File: src/rtl/vc_dequeue_mux.sv
// vc_dequeue_mux: consumer side of the QoS round-robin arbiter.
// Pops the granted show-ahead VC FIFO and forwards its head word into a
// registered valid/ready output stage. Flags illegal grants and counts drops.
// Optional per-VC served counters are enabled by defining VC_STATS_EN.
module vc_dequeue_mux #(
    parameter int unsigned DATA_WIDTH = 6
) (
    input  logic                  clk,
    input  logic                  reset_L,
    input  logic [3:0]            grant,
    input  logic                  grant_valid,
    input  logic [3:0]            vc_empty,
    input  logic [DATA_WIDTH-1:0] vc_data0,
    input  logic [DATA_WIDTH-1:0] vc_data1,
    input  logic [DATA_WIDTH-1:0] vc_data2,
    input  logic [DATA_WIDTH-1:0] vc_data3,
    output logic [3:0]            vc_pop,
    output logic [3:0]            req,
    output logic [DATA_WIDTH-1:0] out_data,
    output logic                  out_valid,
    input  logic                  out_ready,
    output logic [1:0]            out_vc,
    output logic [3:0]            grant_ack,
    output logic                  err_illegal,
    output logic [7:0]            drop_cnt,
    output logic [31:0]           served_cnt
);

    typedef enum logic [0:0] {StIdle, StHold} state_e;

    state_e                state_q;
    logic [DATA_WIDTH-1:0] out_data_q;
    logic [1:0]            out_vc_q;
    logic                  out_valid_q;
    logic [3:0]            grant_ack_q;
    logic                  err_illegal_q;
    logic [7:0]            drop_cnt_q;

    logic                  one_hot;
    logic                  legal;
    logic                  slot_free;
    logic                  accept;
    logic                  drop;
    logic [1:0]            gidx;
    logic [DATA_WIDTH-1:0] sel_data;

    // Grant decode: one-hot check, binary index and head-word select.
    always_comb begin
        one_hot = (grant != 4'b0000) && ((grant & (grant - 4'd1)) == 4'b0000);
        gidx    = 2'd0;
        case (grant)
            4'b0010: gidx = 2'd1;
            4'b0100: gidx = 2'd2;
            4'b1000: gidx = 2'd3;
            default: gidx = 2'd0;
        endcase
        case (gidx)
            2'd0:    sel_data = vc_data0;
            2'd1:    sel_data = vc_data1;
            2'd2:    sel_data = vc_data2;
            default: sel_data = vc_data3;
        endcase
        legal     = grant_valid && one_hot;
        slot_free = (state_q == StIdle) || out_ready;
        accept    = legal && slot_free && !vc_empty[gidx];
        drop      = legal && slot_free && vc_empty[gidx];
    end

    // Pop and request are gated by reset so nothing leaks while it is held.
    assign vc_pop = (reset_L && accept) ? grant : 4'b0000;
    assign req    = reset_L ? ~vc_empty : 4'b0000;

    // Output stage FSM: IDLE holds nothing, HOLD presents a word downstream.
    always_ff @(posedge clk or negedge reset_L) begin
        if (!reset_L) begin
            state_q       <= StIdle;
            out_data_q    <= '0;
            out_vc_q      <= 2'd0;
            out_valid_q   <= 1'b0;
            grant_ack_q   <= 4'b0000;
            err_illegal_q <= 1'b0;
        end else begin
            grant_ack_q <= 4'b0000;
            if (grant_valid && !one_hot) begin
                err_illegal_q <= 1'b1;
            end
            if (accept) begin
                // Also covers the back-to-back replace while in HOLD.
                state_q     <= StHold;
                out_data_q  <= sel_data;
                out_vc_q    <= gidx;
                out_valid_q <= 1'b1;
                grant_ack_q <= grant;
            end else if (state_q == StHold && out_ready) begin
                state_q     <= StIdle;
                out_valid_q <= 1'b0;
            end
        end
    end

    // Saturating count of legal grants that hit an empty VC.
    always_ff @(posedge clk or negedge reset_L) begin
        if (!reset_L) begin
            drop_cnt_q <= 8'd0;
        end else if (drop && drop_cnt_q != 8'hFF) begin
            drop_cnt_q <= drop_cnt_q + 8'd1;
        end
    end

    assign out_data    = out_data_q;
    assign out_vc      = out_vc_q;
    assign out_valid   = out_valid_q;
    assign grant_ack   = grant_ack_q;
    assign err_illegal = err_illegal_q;
    assign drop_cnt    = drop_cnt_q;

`ifdef VC_STATS_EN
    logic [7:0] served_q [4];

    // Per-VC saturating count of accepted grants.
    always_ff @(posedge clk or negedge reset_L) begin
        if (!reset_L) begin
            for (int i = 0; i < 4; i++) begin
                served_q[i] <= 8'd0;
            end
        end else if (accept && served_q[gidx] != 8'hFF) begin
            served_q[gidx] <= served_q[gidx] + 8'd1;
        end
    end

    assign served_cnt = {served_q[3], served_q[2], served_q[1], served_q[0]};
`else
    assign served_cnt = 32'd0;
`endif

endmodule

File: config.mk
export PLATFORM = sky130hd
export DESIGN_NAME = vc_dequeue_mux
export DESIGN_NICKNAME = d
export VERILOG_FILES = /design/src/rtl/vc_dequeue_mux.sv
export SDC_FILE = /design/constraint.sdc
export NUM_CORES = 1
export LEC_CHECK = 0
export BUFFER_PORTS_ARGS = -buffer_cell sky130_fd_sc_hd__clkbuf_2
export CAP_MARGIN = 40
export CORE_MARGIN = 2
export CORE_UTILIZATION = 39
export DETAILED_ROUTE_END_ITERATION = 8
export PLACE_DENSITY_LB_ADDON = 0.3
export SLEW_MARGIN = 20
export SYNTH_ARGS = -nofsm -noshare
export SYNTH_HDL_FRONTEND = slang
export SYNTH_SLANG_ARGS = --single-unit
File: constraint.sdc
create_clock -name clk -period 1.5 [get_ports clk]
set_input_delay 0.075 -clock clk [delete_from_list [all_inputs] [get_ports clk]]
set_output_delay 0.075 -clock clk [all_outputs]
set_load 0.05 [all_outputs]
==> summary.txt <==
STA
  • Min setup slack post-route: -90.6 ps
  • Endpoints failing setup: 4
  • RSZ-0062 raised after global routing: yes
  • Endpoints failing hold: 0
  • Clk_skew: ~5.5 ps
  • Min Hold Slack: roughly 72 ps
  • Max frequency: 629 MHz
  • Tcrit/Tclk final: 106%
  • Max-slew violation count: 0
  • Final min period: about 1600 ps

Drt
  • Initial DRC count: between 40 and 50
  • Via-per-instance ratio: ~4.6
  • Residual DRC: 0
  • Vias: 1391
  • Pre-antenna DRT Iters: 4
  • Post-Route WL: approximately 3800 um
  • Drt wl/cell: roughly 12 um
  • Number of routed nets with antenna violations: 0

Synthesis
  • Synth warnings: 0
  • Syn Area/Cell: about 9.8 sq um
  • Seq/Total Area, Yosys: a little over a third
  • Cell area after synthesis: between 1500 and 2000 sq um
  • Share of the synthesized area in the top cell type: a little over a third
  • Leading area contributor after synthesis: dfrtp_1
  • Synth cell types: 38
  • Largest cells by area after synthesis: dfrtp_1, buf_4, mux2_2
  • Synth Flop Type: dfrtp_1
  • Async SR Flop Fraction: 100%
  • Number of flops mapped to enable cells by yosys: 0
  • Gate Count Post-Synth: about 160
  • Synthesized flop and latch total: 22

Finish
  • Share of cells above drive strength 1: 52.6%
  • Fill count: about 350
  • Register area: ~560 sq um
  • Area of the multi-input gates: approximately 890 sq um
  • Area grow syn2layout: 47.4%
  • # diodes: 0
  • Fin nets: between 200 and 300

CTS
  • Clk slew on worst S/H paths: around 80 ps
  • Worst-skew pair later-pin latency: 260 ps
  • TritonCTS clock tree: built
  • CTS Root Buffer Type: clkbuf_8
  • CTS H-tree depth: 1
  • Max Root-Sink Buffers: 2
  • CTS Buf Count: 3
  • CTS Sinks: 22

Power and ir drop
  • Cell leakage power: 1.15 nW
  • PwrDens: around 1100 nW/um^2
  • Total power: 0.00263 W
  • Max VDD drop: 0.757 mV

Global routing
  • Largest net degree at the start of global routing: 14
  • Gr usage total: 16.7%
  • Vias in the first global route: 1280
  • GRT overflow: 0
  • Antenna violations before repair: 0
  • First-pass GRT wire length: between 5000 and 6000 um

Setup path
  • Largest fanout on the critical path: 6
  • Flop-to-flop setup slack: 80 ps
  • Worst path required time: approximately 1400 ps
  • CP arrival: between 1500 and 2000 ps
  • Worst Setup End Kind: output port
  • Critical path class: in -> out
  • Worst reg2reg path depth: 6
  • CP Launch Type: input pin

Die
  • Starting Density: around two fifths
  • Die area: ~4500 sq um
  • IO Count: about 100
  • Core area: between 3000 and 4000 sq um
  • Die width: 67.1 um
  • Die H: approximately 67 um
  • Row count: 22

Min path
  • Hold/Removal Path Class: in -> reg
  • Hold Path Stages: 2

Placement
  • HPWL Detailed: approximately 2700 um
  • Buffers on Ports: 65
  • Gpl congestion: approximately 0.77

Outcome
  • Failing checks: negative setup slack
  • Outcome: complete, but fails checks

Job
  • Max_cap viols: 0
-- final timing paths --
path                                               from                       to
worst max-delay path                           grant[3]                vc_pop[3]
worst min-delay path                        grant_valid  err_illegal$_DFFE_PN0P_
worst max register to register    out_valid$_DFFE_PN0P_  out_data[5]$_DFFE_PN0P_
worst min register to register  err_illegal$_DFFE_PN0P_  err_illegal$_DFFE_PN0P_
max in group asynchronous                       reset_L  drop_cnt[2]$_DFFE_PN0P_
min in group asynchronous                       reset_L  drop_cnt[3]$_DFFE_PN0P_
-- per-layer routing --
metal  global-route usage (%)  routed length (um)
met2                     29.7                1900
met1                     20.7                1550
met4                     5.36                  72
met5                        0                   0
met3                     2.36                 233
-- state kept, by name (all words and copies together), names as in the netlist --
| name | cells |
|---|---|
| out_vc | 2 |
| out_data | 6 |
| out_valid | 1 |
| grant_ack | 4 |
| drop_cnt | 8 |
| err_illegal | 1 |
-- placed cells by master (no fill, tap or decap), types with 2 or more instances in the layout --
cell	n
a22oi_1	6
a31oi_1	6
and2_1	4
and3_1	2
and3_4	4
buf_4	32
clkbuf_16	5
clkbuf_2	59
clkbuf_8	4
conb_1	32
dfrtp_1	15
dfrtp_2	7
inv_1	4
mux2_4	6
mux2i_1	2
nand2_1	8
nand3b_1	3
nand4_1	7
nor2_1	10
nor2_2	2
nor2b_1	4
nor4b_2	3
xnor2_1	7
-- synthesized netlist by cell type, types with 2 or more instances --
cell      number
nand3b_1       3
a31oi_1        6
a22oi_1        6
nand4_1        7
mux2_2         6
nand3_1        2
dfrtp_1       22
buf_6          4
nand2_1        9
inv_1          4
nor4b_1        2
and2_1         4
nor2_1        11
nor2b_1        4
buf_4         33
xnor2_1        7
mux2i_1        2
and3_1         6
-- power by group --
| part | switching, W | internal, W | total (W) | leakage, nW |
|---|---|---|---|---|
| combinational | 0.000876 | 0.000365 | 0.00124 | 0.842 |
| clock | 0.000193 | 0.000356 | 0.000549 | 0.0357 |
| sequential | 0.000112 | 0.000723 | 0.000835 | 0.273 |
| total | 0.00118 | 0.00144 | 0.00263 | 1.15 |
-- metrics by stage --
stage	setup TNS, ps	setup slack, ps	utilization, %	instance area (sq um)	cells
after floorplan	-1580	-210	-	1710	189
after global placement	-3560	-214	53.0	1990	290
after detailed placement	-4050	-258	53.0	1990	290
after CTS	-782	-166	59.7	2240	299
after global routing	-701	-142	61.2	2290	301
final	-350	-90.6	61.2	2290	301
-- critical path: stages --
cell and delay [ps]:
clkbuf_16 130, buf_4 140, nor4b_2 170, a221o_1 350, nor3_4 160, buf_6 150, and3_4 180, clkbuf_16 150
-- cell type report --
class / instances / area share (%)
timing repair buffer: 99 / 30.4
clock buffer: 3 / 1.80
multi-input combinational: 124 / 38.8
inverter: 4 / 0.655
tap: 48 / 2.62
sequential: 22 / 24.4
clock inverter: 1 / 1.31
-- cell families after synthesis --
kind of cell | after synthesis | share of synthesized area [%]
other cells | 1 | 0.241
simple gates | 55 | 21.8
flops | 22 | 35.4
fa+ha+maj | 1 | 0.805
mux | 9 | 6.60
xor+xnor | 8 | 5.72
compound gates | 19 | 9.02
buf+inv | 43 | 20.4
-- repair_timing --
action,4_1_cts,5_1_grt
buffers inserted,4,4
hold buffers,1,0
endpoints found under the hold margin,22,0
pin swaps,8,5
resized for setup,25,9
endpoints found under the setup margin,4,19
No activity file was read; power rests on OpenSTA's default activity.
